<file path="src/rtl/aib_test_agent.sv">
// AIB link-test agent: streams an 8-word pattern loop on TX, aligns to it on RX and checks every returned word.
// Start/abort act two cycles after i_en changes; one word per cycle each way, no backpressure.
module aib_test_agent #(
    parameter int unsigned TimeoutCyc = 1024
) (
    input  logic             i_clk,
    input  logic             i_rst,
    input  logic             i_en,
    input  logic [15:0]      i_loop_cnt,
    input  logic [7:0][19:0] i_pattern0,
    input  logic [7:0][19:0] i_pattern1,
    output logic [19:0]      o_tx_data0,
    output logic [19:0]      o_tx_data1,
    input  logic [19:0]      i_rx_data0,
    input  logic [19:0]      i_rx_data1,
    output logic             o_test_pass,
    output logic             o_test_fail,
    output logic             o_test_timeout,
    output logic [15:0]      o_fail_cnt,
    output logic [19:0]      o_fail_data0,
    output logic [19:0]      o_fail_data1
);

    typedef enum logic [1:0] {
        ST_IDLE,
        ST_ALIGN,
        ST_CHECK,
        ST_DONE
    } state_e;

    localparam logic [15:0] TimeoutLast = 16'(TimeoutCyc - 1);

    state_e      state_q, state_d;
    logic        en_meta_q, en_s_q, en_prev_q;
    logic [1:0]  sync_vld_q;
    logic        start_blk_q, start_blk_d;
    logic [2:0]  tx_idx_q, tx_idx_d;
    logic [2:0]  rx_idx_q, rx_idx_d;
    logic [15:0] loop_idx_q, loop_idx_d;
    logic [15:0] cyc_q, cyc_d;
    logic [19:0] tx0_q, tx0_d, tx1_q, tx1_d;
    logic        pass_q, pass_d, fail_q, fail_d, timeout_q, timeout_d;
    logic [15:0] fail_cnt_q, fail_cnt_d;
    logic [19:0] fail_data0_q, fail_data0_d, fail_data1_q, fail_data1_d;

    logic        start;
    logic        rx_match;
    logic [15:0] loop_last;

    // After reset, en_s must be seen low once before a rising edge counts, so an
    // enable held high across reset cannot relaunch the run.
    assign start       = en_s_q & ~en_prev_q & ~start_blk_q;
    assign start_blk_d = start_blk_q & ~(sync_vld_q[1] & ~en_s_q);
    assign loop_last   = (i_loop_cnt == 16'd0) ? 16'd0 : i_loop_cnt - 16'd1;
    assign rx_match    = (i_rx_data0 == i_pattern0[rx_idx_q]) &&
                         (i_rx_data1 == i_pattern1[rx_idx_q]);

    always_comb begin
        state_d      = state_q;
        tx_idx_d     = 3'd0;
        rx_idx_d     = rx_idx_q;
        loop_idx_d   = loop_idx_q;
        cyc_d        = cyc_q;
        tx0_d        = 20'd0;
        tx1_d        = 20'd0;
        pass_d       = pass_q;
        fail_d       = fail_q;
        timeout_d    = timeout_q;
        fail_cnt_d   = fail_cnt_q;
        fail_data0_d = fail_data0_q;
        fail_data1_d = fail_data1_q;

        case (state_q)
            ST_IDLE: begin
                if (start) begin
                    state_d      = ST_ALIGN;
                    rx_idx_d     = 3'd0;
                    loop_idx_d   = 16'd0;
                    cyc_d        = 16'd0;
                    pass_d       = 1'b0;
                    fail_d       = 1'b0;
                    timeout_d    = 1'b0;
                    fail_cnt_d   = 16'd0;
                    fail_data0_d = 20'd0;
                    fail_data1_d = 20'd0;
                end
            end
            ST_ALIGN: begin
                cyc_d = cyc_q + 16'd1;
                if (!en_s_q) begin
                    state_d = ST_IDLE;
                end else if (rx_match) begin
                    state_d  = ST_CHECK;
                    rx_idx_d = 3'd1;
                end else if (cyc_q == TimeoutLast) begin
                    state_d   = ST_DONE;
                    timeout_d = 1'b1;
                end
            end
            ST_CHECK: begin
                if (!en_s_q) begin
                    state_d = ST_IDLE;
                end else begin
                    if (!rx_match) begin
                        if (fail_cnt_q != 16'hFFFF) begin
                            fail_cnt_d = fail_cnt_q + 16'd1;
                        end
                        if (fail_cnt_q == 16'd0) begin
                            fail_data0_d = i_rx_data0;
                            fail_data1_d = i_rx_data1;
                        end
                    end
                    rx_idx_d = rx_idx_q + 3'd1;
                    // The last word's compare is already folded into fail_cnt_d here.
                    if (rx_idx_q == 3'd7) begin
                        if (loop_idx_q == loop_last) begin
                            state_d = ST_DONE;
                            pass_d  = (fail_cnt_d == 16'd0);
                            fail_d  = (fail_cnt_d != 16'd0);
                        end else begin
                            loop_idx_d = loop_idx_q + 16'd1;
                        end
                    end
                end
            end
            ST_DONE: begin
                if (!en_s_q) begin
                    state_d = ST_IDLE;
                end
            end
            default: state_d = ST_IDLE;
        endcase

        if (state_d == ST_ALIGN || state_d == ST_CHECK) begin
            tx0_d    = i_pattern0[tx_idx_q];
            tx1_d    = i_pattern1[tx_idx_q];
            tx_idx_d = tx_idx_q + 3'd1;
        end
    end

    always_ff @(posedge i_clk) begin
        if (i_rst) begin
            state_q      <= ST_IDLE;
            en_meta_q    <= 1'b0;
            en_s_q       <= 1'b0;
            en_prev_q    <= 1'b0;
            sync_vld_q   <= 2'b00;
            start_blk_q  <= 1'b1;
            tx_idx_q     <= 3'd0;
            rx_idx_q     <= 3'd0;
            loop_idx_q   <= 16'd0;
            cyc_q        <= 16'd0;
            tx0_q        <= 20'd0;
            tx1_q        <= 20'd0;
            pass_q       <= 1'b0;
            fail_q       <= 1'b0;
            timeout_q    <= 1'b0;
            fail_cnt_q   <= 16'd0;
            fail_data0_q <= 20'd0;
            fail_data1_q <= 20'd0;
        end else begin
            state_q      <= state_d;
            en_meta_q    <= i_en;
            en_s_q       <= en_meta_q;
            en_prev_q    <= en_s_q;
            sync_vld_q   <= {sync_vld_q[0], 1'b1};
            start_blk_q  <= start_blk_d;
            tx_idx_q     <= tx_idx_d;
            rx_idx_q     <= rx_idx_d;
            loop_idx_q   <= loop_idx_d;
            cyc_q        <= cyc_d;
            tx0_q        <= tx0_d;
            tx1_q        <= tx1_d;
            pass_q       <= pass_d;
            fail_q       <= fail_d;
            timeout_q    <= timeout_d;
            fail_cnt_q   <= fail_cnt_d;
            fail_data0_q <= fail_data0_d;
            fail_data1_q <= fail_data1_d;
        end
    end

    assign o_tx_data0     = tx0_q;
    assign o_tx_data1     = tx1_q;
    assign o_test_pass    = pass_q;
    assign o_test_fail    = fail_q;
    assign o_test_timeout = timeout_q;
    assign o_fail_cnt     = fail_cnt_q;
    assign o_fail_data0   = fail_data0_q;
    assign o_fail_data1   = fail_data1_q;

endmodule
</file>
<file path="config.mk">
export PLATFORM = sky130hd
export DESIGN_NAME = aib_test_agent
export DESIGN_NICKNAME = d
export VERILOG_FILES = /design/src/rtl/aib_test_agent.sv
export SDC_FILE = /design/constraint.sdc
export NUM_CORES = 1
export LEC_CHECK = 0
export ABC_AREA = 1
export CAP_MARGIN = 20
export CORE_AREA = 2 2 184 186
export DETAILED_ROUTE_END_ITERATION = 10
export DIE_AREA = 0 0 186 188
export GPL_TIMING_DRIVEN = 1
export PLACE_DENSITY = 0.78
export SYNTH_ARGS = -nofsm -noshare
export SYNTH_HDL_FRONTEND = slang
export SYNTH_SLANG_ARGS = --single-unit
</file>
<file path="constraint.sdc">
create_clock -name i_clk -period 3.2 [get_ports i_clk]
set_clock_uncertainty 0.1 [all_clocks]
set_input_delay 0.32 -clock i_clk [delete_from_list [all_inputs] [get_ports i_clk]]
set_output_delay 0.32 -clock i_clk [all_outputs]
set_load 0.02 [all_outputs]
</file>
==> flow_metrics.py, run 1 <==
metrics = {
    "floorplanning": {
        "die_w_um": 186,
        "die_h_um": 188,
        "io_pins": 478,
        "core-area_um2": 33100,
        "start_util_pct": 41.1,
        "die_area_um2": 35000,
        "num_rows": 67,
    },
    "route": {
        "wl_um": 72900,
        "ant_nets": 0,
        "first_pass_iters": 6,
        "vias": 19500,
        "drtIter0Drc": 2266,
        "remaining_drc_errors": 0,
        "wl_per_cell_um": 21.1,
        "detail_route.vias_per_cell": 5.64,
    },
    "clocking": {
        "cts_tree": "built",
        "path_clk_slew_ns": 0.07,
        "clock_sinks": 145,
        "htreeDepth": 4,
        "cts_buffers": 17,
        "clock_path_buffers": 2,
        "ctsHoldBuffers": 0,
        "clock_tree.root_cell": "clkbuf_16",
        "insertion_delay_ns": 0.45,
    },
    "setup_path": {
        "r2r-end": "o_tx_data0[9]",
        "cp.arrival_ns": 3.44,
        "end_kind": "register",
        "required_ns": 3.48,
        "worst-r2r-cell-count": 23,
        "critPathKind": "reg2reg",
        "crit_path_max_fanout": 8,
        "start_kind": "register",
        "rr_startpoint": "rx_idx_q[0]",
        "r2r_slack_ns": 0.05,
    },
    "placement": {
        "placed_cells": 3359,
        "hpwlAfterDp_um": 53400,
        "gp_congestion": 1.01,
        "portBuffers": 477,
        "place_ws_ns": -0.392,
    },
    "synth": {
        "syn_avg_cell_area_um2": 5.47,
        "synthFlopType": "dfxtp_1",
        "synth_most_common_cell": "nand2_1",
        "synthArstFlopShare_pct": 0,
        "synth.distinct_cells": 42,
        "synth_common_cells": "nand2_1 (781), nor2_1 (283), inv_1 (268), nand3_1 (254), a21oi_1 (155)",
        "synth_area_leader_cell": "nand2_1",
        "syn_nets": 2880,
        "synth_cells": 2488,
        "yosysSeqAreaShare_pct": 21.3,
        "synth_edf_count": 0,
        "synth_seq_cells": 145,
        "synth_area_leaders": "nand2_1 (22%), dfxtp_1 (21%), nand3_1 (9.3%)",
        "ys_warn_count": 0,
        "yosys.area.top_type_share_pct": 21.5,
        "syn_area_um2": 13600,
    },
    "timing": {
        "slew_violations": 0,
        "finalCritPeriodShare_pct": 98.5,
        "slew_headroom_pct": 31.6,
        "tightest_slew_ns": 1.03,
        "fmax_ghz": 0.317,
        "rsz0062_at_grt": "yes",
        "fin_crit_ns": 3.15,
        "setup_slack_ns": 0.0466,
        "hold_viol_final": 0,
        "setup_violations": 0,
    },
    "min_path": {
        "holdPathEnd": "sync_vld_q[0]",
        "whs_path_depth": 2,
        "min-delay-start": "i_rst",
        "hp-class": "in2reg",
    },
    "cells_and_area": {
        "fin_cells": 3450,
        "final_layout_size_suffix_gt1_share_pct": 10.1,
        "area_growth_pct": 55.6,
        "final_nets": 3362,
    },
    "pwr": {
        "p_leak_nw": 9.23,
        "powerDensity_nw_per_um2": 261,
        "power_mw": 5.52,
        "ir_drop_mv": 0.431,
    },
    "grt": {
        "grt_max_degree": 202,
        "globalRouteOverflowTotal": 0,
        "grt_pass1_vias": 17600,
        "antenna_found_initial": 19,
        "grt_pass1_wl_um": 102000,
        "track_usage_pct": 38.3,
    },
    "flow_run": {
        "drv_cap": 0,
    },
    "outcome": {
        "status": "finished clean",
    },
}
-- where the power goes --
group	internal (mW)	total, mW	switching, mW
logic	0.798	1.64	0.842
registers	1.81	1.82	0.0104
clock network	1.05	2.06	1.01
-- state kept, by name (all words and copies together), names as in the netlist --
| signal | count |
|---|---|
| o_fail_data0 | 20 |
| o_fail_data1 | 20 |
| o_tx_data0 | 20 |
| o_tx_data1 | 20 |
| cyc_q | 16 |
| loop_idx_q | 16 |
| o_fail_cnt | 16 |
| rx_idx_q | 3 |
| tx_idx_q | 3 |
| state_q | 2 |
| sync_vld_q | 2 |
| en_meta_q | 1 |
| en_prev_q | 1 |
| en_s_q | 1 |
| o_test_fail | 1 |
| o_test_pass | 1 |
| o_test_timeout | 1 |
| start_blk_q | 1 |
-- placed cells by master (no fill, tap or decap), types with 9 or more instances in the layout --
cell type,instances
dfxtp_1,139
nand2_2,23
buf_4,85
o21ai_0,113
nor3_1,43
buf_12,20
o21ai_1,21
nor2_1,242
nor4_1,9
nand2_1,754
nand4_1,37
inv_1,267
diode_2,19
nand3b_1,17
nand3_1,228
a21oi_1,154
mux2i_1,14
a31oi_1,16
o211ai_1,27
a211oi_1,27
ha_1,13
buf_6,9
nor2_2,31
clkdlybuf4s50_1,476
clkbuf_16,36
nor2_4,14
nand3_2,25
xor2_1,23
a32oi_1,14
o221ai_1,16
-- cells by family (layout without fill, tap and decap cells) --
logic type | after synthesis | after routing | share of synthesized area [%]
AO/OA/AOI/OAI | 415 | 415 | 17.6
buffers and inverters | 429 | 924 | 12.7
other | 0 | 19 | 0
XOR/XNOR | 27 | 27 | 1.74
adder cells (fa/ha/maj) | 13 | 13 | 1.20
flip-flops | 145 | 145 | 21.3
AND/OR/NAND/NOR | 1445 | 1445 | 44.4
multiplexers | 14 | 14 | 1.03
-- worst max path at each step --
stage / to / slack, ns / start / depth (start not counted)
2_1_floorplan: o_test_pass / 0.66 / rx_idx_q[1] / 21
3_3_place_gp: tx_idx_q[0] / -0.20 / i_loop_cnt[0] / 19
3_5_place_dp: o_tx_data1[11] / -0.39 / i_loop_cnt[0] / 19
4_1_cts: o_tx_data1[11] / 0.02 / rx_idx_q[0] / 23
5_1_grt: o_test_pass / -0.13 / rx_idx_q[0] / 23
6_report: o_tx_data0[9] / 0.05 / rx_idx_q[0] / 23
-- metrics by stage --
stage	area, um2	util, %	TNS [ns]	hold slack, ns
after global placement	19300	58.3	-7.78	0.293
final	21200	64.0	0	0.164
after floorplan	13600	-	0	0.288
after global routing	21200	63.9	-5.49	0.193
after CTS	19900	60.1	0	0.136
after detailed placement	19300	58.3	-17.46	0.297
-- layout make-up --
| class | instances | area [um2] |
|---|---|---|
| clock buffers | 17 | 425 |
| repair buffers | 618 | 6590 |
| inverters | 273 | 1050 |
| diodes | 19 | 47.5 |
| clock inverters | 15 | 153 |
| fillers | 3054 | 11900 |
| repair inverters | 1 | 16.3 |
| flip-flops and latches | 145 | 2920 |
| well taps | 448 | 561 |
| multi-input cells | 1914 | 9420 |
-- routing by layer --
metal	global-route usage (%)	vias up	share of wire [%]
met5	0	-	0.018
li1	-	9097	-
met1	47.7	8820	38
met3	7.63	246	11
met2	61.4	1292	45
met4	22.0	2	6.5
-- worst max-delay path, cell delays in order, from the launching register on --
cell and delay (ns):
dfxtp_4 0.46, buf_6 0.15, clkinv_8 0.11, clkbuf_16 0.20, nand2_1 0.06, nand3_1 0.07
nand3_2 0.10, nand3_1 0.10, nand2_2 0.13, nand2_1 0.06, nor2_1 0.10, nand2_2 0.10
nor2_4 0.19, nand3_4 0.17, inv_4 0.10, nand2_4 0.05, nand3_2 0.07, nand2_2 0.05
nand2_2 0.08, nand2_2 0.07, nand2_4 0.11, nand2_8 0.12, clkbuf_16 0.20, nor2_4 0.10
-- what timing repair did --
item                                    in CTS  in global routing
setup buffers                                0                 16
resized for setup                            1                147
pin swaps                                    0                 47
endpoints found under the setup margin      11                 97
cloned                                       0                 24
(Power assumes the default switching activity.)
==> run 2, diff against run 1 <==
--- a/config.mk
+++ b/config.mk
@@ -7,11 +7,12 @@
 export LEC_CHECK = 0
 export ABC_AREA = 1
 export CAP_MARGIN = 20
-export CORE_AREA = 2 2 184 186
+export CELL_PAD_IN_SITES_DETAIL_PLACEMENT = 2
+export CELL_PAD_IN_SITES_GLOBAL_PLACEMENT = 2
+export CORE_UTILIZATION = 22
 export DETAILED_ROUTE_END_ITERATION = 10
-export DIE_AREA = 0 0 186 188
 export GPL_TIMING_DRIVEN = 1
-export PLACE_DENSITY = 0.78
+export PLACE_DENSITY = 0.85
 export SYNTH_ARGS = -nofsm -noshare
 export SYNTH_HDL_FRONTEND = slang
 export SYNTH_SLANG_ARGS = --single-unit
==> run 2 against run 1 <==
The flow now finishes with violations (negative setup slack). Routed wire length grew 24%. Sequential power hardly changed. Cell count is 11% higher. Highest routed layer unchanged. Clock power is 5% higher. First-iteration DRC count down 59%. Global-route usage shrank 10 points.
==> flow_metrics.py, run 2 (synthesized netlist as in run 1, its figures left out) <==
metrics = {
    "min_path": {
        "min-delay-start": "i_rst",
        "hp-class": "in2reg",
        "whs_path_depth": 2,
        "holdPathEnd": "sync_vld_q[0]",
    },
    "cells_and_area": {
        "final_common_cell": "nand2_1",
        "area_growth_pct": 60.9,
        "fin_util_pct": 36.1,
        "mostFrequentLayoutCells": "nand2_1 (747), clkdlybuf4s50_1 (476), inv_1 (264)",
        "final_nets": 3398,
        "final_layout_size_suffix_gt1_share_pct": 11.8,
    },
    "setup_path": {
        "end_kind": "register",
        "r2r_slack_ns": -0.20,
        "crit_path_max_fanout": 23,
        "start_kind": "register",
        "critPathLaunch": "rx_idx_q[0]",
        "critPathKind": "reg2reg",
        "rr_startpoint": "rx_idx_q[0]",
        "required_ns": 3.52,
        "worst-r2r-cell-count": 24,
        "cp.arrival_ns": 3.72,
        "r2r-end": "o_tx_data0[9]",
    },
    "placement": {
        "portBuffers": 477,
        "gp_congestion": 0.913,
        "hpwlAfterDp_um": 67400,
    },
    "pwr": {
        "p_sw_share_pct": 33.4,
        "p_comb_share_pct": 30.4,
        "power_frac_seq_pct": 31.9,
        "powerDensity_nw_per_um2": 261,
        "p_leak_nw": 9.38,
        "ir_drop_mv": 0.289,
        "pwr-share-clk_pct": 37.7,
        "p_switching_mw": 1.91,
        "power_mw": 5.72,
        "intPower_mw": 3.81,
    },
    "clocking": {
        "insertion_delay_ns": 0.49,
        "htreeDepth": 4,
        "clock_tree.root_cell": "clkbuf_16",
        "cts_buffers": 17,
        "path_clk_slew_ns": 0.08,
        "clock_path_buffers": 2,
        "ctsHoldBuffers": 0,
        "cts_tree": "built",
        "clock_sinks": 145,
    },
    "grt": {
        "grt_max_degree": 108,
        "track_usage_pct": 27.9,
        "globalRouteOverflowTotal": 0,
        "antenna_found_initial": 31,
        "grt_pass1_vias": 22100,
        "grt_pass1_wl_um": 133000,
    },
    "timing": {
        "finalCritPeriodShare_pct": 106,
        "fin_crit_ns": 3.40,
        "hold_viol_final": 0,
        "rsz0062_at_grt": "yes",
        "slew_headroom_pct": 34.4,
        "tightest_slew_ns": 0.984,
        "setup_violations": 59,
        "fmax_ghz": 0.294,
        "slew_violations": 0,
        "setup_slack_ns": -0.205,
    },
    "floorplanning": {
        "core-area_um2": 60700,
        "die_w_um": 251,
        "start_util_pct": 22.4,
        "io_pins": 478,
        "die_area_um2": 62900,
        "num_rows": 90,
        "die_h_um": 251,
    },
    "route": {
        "wl_per_cell_um": 23.5,
        "detail_route.vias_per_cell": 5.18,
        "vias": 19800,
        "first_pass_iters": 6,
        "remaining_drc_errors": 0,
        "ant_nets": 0,
        "wl_um": 90100,
        "drtIter0Drc": 938,
    },
    "flow_run": {
        "drv_cap": 0,
    },
    "outcome": {
        "violations": "negative setup slack",
        "status": "complete, but fails checks",
    },
}
[run 2: what timing repair did]
| action | CTS | global route |
|---|---|---|
| gates cloned | 12 | 1 |
| resized for setup | 86 | 103 |
| pin swaps | 19 | 27 |
| setup buffers | 13 | 0 |
| setup endpoints to repair | 87 | 93 |
[run 2: area by class of cell]
type,count,area [um2]
Fill cell,7286,38800
Multi-Input combinational cell,1914,9480
Timing Repair Buffer,655,6830
Sequential cell,145,2920
Inverter,273,1040
Tap cell,782,978
Clock buffer,20,447
Clock inverter,12,144
Antenna cell,27,67.6
[run 2: stage by stage]
step	setup WS, ns	hold slack (ns)	TNS (ns)	cell area [um2]	instances
3_3_place_gp	-0.315	0.293	-13.22	20200	3748
4_1_cts	-0.0486	0.0768	-1.12	21500	3802
6_report	-0.205	0.111	-5.66	21900	3828
2_1_floorplan	0.662	0.288	0	13600	2488
5_1_grt	-0.360	0.0970	-20.02	21900	3827
3_5_place_dp	-0.525	0.309	-25.56	20200	3748
[run 2: power groups by stage]
| stage | Combinational (mW) | Clock, mW | Sequential, mW |
|---|---|---|---|
| 2_1_floorplan | 0.623 | 0 | 1.87 |
| 3_3_place_gp | 1.52 | 0 | 1.87 |
| 6_report | 1.74 | 2.16 | 1.83 |
| 5_1_grt | 1.87 | 2.28 | 1.83 |
| 4_1_cts | 1.68 | 2.22 | 1.83 |
| 3_5_place_dp | 1.58 | 0 | 1.87 |
[run 2: per-layer routing]
metal  vias to the layer above  global-route usage (%)  share of wire (%)  wire length [um]
li1                       9186                       -                  -                 -
met3                       193                    5.19                5.0              4490
met2                       607                    49.4                 50             44800
met5                         -                       0              0.050                45
met1                      9856                    31.5                 40             36100
met4                         6                    15.4                5.1              4620
[run 2: how the worst max path moves through the flow]
stage                           to  slack (ns)  cells past startpoint
finish               o_tx_data0[9]       -0.20                     24
CTS                  o_tx_data0[2]       -0.05                     25
detailed placement   o_tx_data0[8]       -0.52                     21
global route         o_tx_data0[9]       -0.36                     24
global placement    o_tx_data1[13]       -0.31                     21
floorplan              o_test_pass        0.66                     21
[run 2: worst max-delay path: stages (launching register included)]
cell	delay, ns
dfxtp_4	0.39
inv_12	0.14
bufbuf_16	0.35
nand2_1	0.09
nand3_1	0.08
nand3_1	0.11
nand2_1	0.10
nand2_1	0.07
nand2_1	0.14
nand2_1	0.10
nor2_2	0.14
nand2_2	0.08
nor2_4	0.19
nand3_4	0.13
inv_4	0.09
nand2_4	0.05
nand3_2	0.07
nand2_1	0.06
nand2_2	0.09
nand2_2	0.07
nand2_2	0.09
nand2_4	0.09
buf_12	0.17
buf_12	0.16
nor2_2	0.14
==> run 3, diff against run 2 <==
--- a/config.mk
+++ b/config.mk
@@ -12,7 +12,7 @@
 export CORE_UTILIZATION = 22
 export DETAILED_ROUTE_END_ITERATION = 10
 export GPL_TIMING_DRIVEN = 1
-export PLACE_DENSITY = 0.85
+export PLACE_DENSITY_LB_ADDON = 0.1
 export SYNTH_ARGS = -nofsm -noshare
 export SYNTH_HDL_FRONTEND = slang
 export SYNTH_SLANG_ARGS = --single-unit
==> run 3 against run 2 <==
The run still ends with negative setup slack left. Combinational power shrank 2%. Cell area shrank 2.1%. Routed wire length shrank 2.1%. First-iteration DRC count shrank 4.6%. Setup slack gained 0.19 ns. Clock-buffer cell count shrank 1. Cell count shrank 1.1%. Largest cell class unchanged.
==> flow_metrics.py, run 3 (synthesized netlist as in run 1, its figures left out) <==
metrics = {
    "pwr": {
        "powerDensity_nw_per_um2": 261,
        "p_leak_nw": 9.17,
        "ir_drop_mv": 0.445,
    },
    "min_path": {
        "holdPathEnd": "sync_vld_q[0]",
        "hp-class": "in2reg",
        "min-delay-start": "i_rst",
        "whs_path_depth": 2,
    },
    "floorplanning": {
        "die_w_um": 251,
        "start_util_pct": 22.4,
        "die_area_um2": 62900,
        "die_h_um": 251,
        "core-area_um2": 60700,
        "io_pins": 478,
        "num_rows": 90,
    },
    "clocking": {
        "path_clk_slew_ns": 0.07,
        "clock_tree.root_cell": "clkbuf_16",
        "htreeDepth": 4,
        "clock_path_buffers": 2,
        "cts_buffers": 17,
        "insertion_delay_ns": 0.48,
        "cts_tree": "built",
        "clock_sinks": 145,
    },
    "timing": {
        "hold_viol_final": 0,
        "hold_slack_ns": 0.173,
        "setup_violations": 11,
        "rsz0062_at_grt": "yes",
        "setup_slack_ns": -0.0174,
        "fin_crit_ns": 3.22,
        "slew_headroom_pct": 35.0,
        "tightest_slew_ns": 0.974,
        "fmax_ghz": 0.311,
        "slew_violations": 0,
        "finalCritPeriodShare_pct": 101,
    },
    "placement": {
        "place_ws_ns": -0.453,
        "hpwlAfterDp_um": 67600,
        "portBuffers": 477,
        "gp_congestion": 0.857,
    },
    "route": {
        "highest_layer": "met5",
        "first_pass_iters": 5,
        "detail_route.vias_per_cell": 5.05,
        "met3_length_um": 3820,
        "wl_um": 88200,
        "wl_met1_um": 37700,
        "wl_per_cell_um": 23.3,
        "wl_met2_um": 44500,
        "ant_nets": 0,
        "remaining_drc_errors": 0,
        "vias": 19100,
        "drtIter0Drc": 895,
    },
    "setup_path": {
        "required_ns": 3.52,
        "r2r_slack_ns": -0.02,
        "critPathLaunch": "rx_idx_q[0]",
        "critPathKind": "reg2reg",
        "start_kind": "register",
        "end_kind": "register",
        "cp.arrival_ns": 3.53,
        "r2r-end": "o_tx_data0[12]",
        "rr_startpoint": "rx_idx_q[0]",
        "crit_path_max_fanout": 11,
        "worst-r2r-cell-count": 24,
    },
    "grt": {
        "globalRouteOverflowTotal": 0,
        "grt_pass1_vias": 20800,
        "antenna_found_initial": 27,
        "grt_max_degree": 182,
        "track_usage_pct": 27.1,
        "grt_pass1_wl_um": 129000,
    },
    "cells_and_area": {
        "final_layout_size_suffix_gt1_share_pct": 9.97,
        "final_common_cell": "nand2_1",
        "mostFrequentLayoutCells": "nand2_1 (755), clkdlybuf4s50_1 (476), inv_1 (267)",
        "final_nets": 3368,
        "fillers": 7394,
        "area_growth_pct": 57.5,
    },
    "flow_run": {
        "drv_cap": 0,
    },
    "outcome": {
        "violations": "negative setup slack",
        "status": "complete, but fails checks",
    },
}
[run 3: worst max-delay path, stage by stage (launching register included)]
cell	delay [ns]
dfxtp_4	0.47
buf_12	0.21
clkbuf_16	0.17
nand2_1	0.05
nand3_1	0.09
nand3_2	0.12
nand2_1	0.08
nand2_1	0.06
nand2_2	0.09
nand2_1	0.12
nor2_2	0.15
nand2_2	0.08
nor2_4	0.17
nand3_4	0.13
inv_2	0.09
nand2_2	0.06
nand3_1	0.07
nand2_1	0.09
nand2_2	0.09
nand2_2	0.06
nand2_2	0.10
nand2_4	0.10
buf_12	0.15
buf_16	0.15
nor2_2	0.08
[run 3: area by class of cell]
type | count | area [um2] | share of cell area (%)
clock inverter | 13 | 125 | 0.584
inverter | 273 | 1040 | 4.86
timing repair buffer | 625 | 6540 | 30.5
clock buffer | 19 | 443 | 2.07
tap | 782 | 978 | 4.56
antenna | 13 | 32.5 | 0.152
multi-input combinational | 1914 | 9360 | 43.6
sequential | 145 | 2920 | 13.6
[run 3: power breakdown]
part | total (mW) | leakage, nW | internal (mW) | switching, mW
Sequential | 1.83 | 1.17 | 1.81 | 0.0136
Clock | 2.07 | 0.281 | 1.10 | 0.962
Combinational | 1.70 | 7.71 | 0.804 | 0.891
Total | 5.59 | 9.17 | 3.72 | 1.87
[run 3: what timing repair did]
item | in CTS | in global routing
setup buffers | 4 | 5
gates cloned | 3 | 10
gates resized for setup | 23 | 107
pin swaps | 3 | 29
hold buffers | 0 | 0
endpoints found under the setup margin | 85 | 87
[run 3: worst max path at each step]
stage	end	depth (start not counted)	slack, ns
after CTS	o_test_pass	22	-0.04
final	o_tx_data0[12]	24	-0.02
after detailed placement	o_tx_data1[5]	19	-0.45
after floorplan	o_test_pass	21	0.66
after global placement	o_tx_data1[8]	21	-0.25
after global routing	o_tx_data0[11]	24	-0.28
[run 3: per-layer routing]
metal	track usage, %	vias to the layer above
met5	0	-
met2	48.4	431
met4	8.99	26
li1	-	9099
met1	32.3	9433
met3	5.04	104
[run 3: through the flow]
stage / std cells / TNS [ns] / utilization (%) / area [um2] / power (mW)
4_1_cts: 3760 / -0.329 / 34.3 / 20800 / 5.58
3_5_place_dp: 3721 / -21.13 / 33.0 / 20000 / 3.46
5_1_grt: 3783 / -15.18 / 35.3 / 21400 / 5.85
2_1_floorplan: 2488 / 0 / - / 13600 / 2.49
3_3_place_gp: 3721 / -10.25 / 33.0 / 20000 / 3.42
6_report: 3784 / -0.115 / 35.3 / 21400 / 5.59
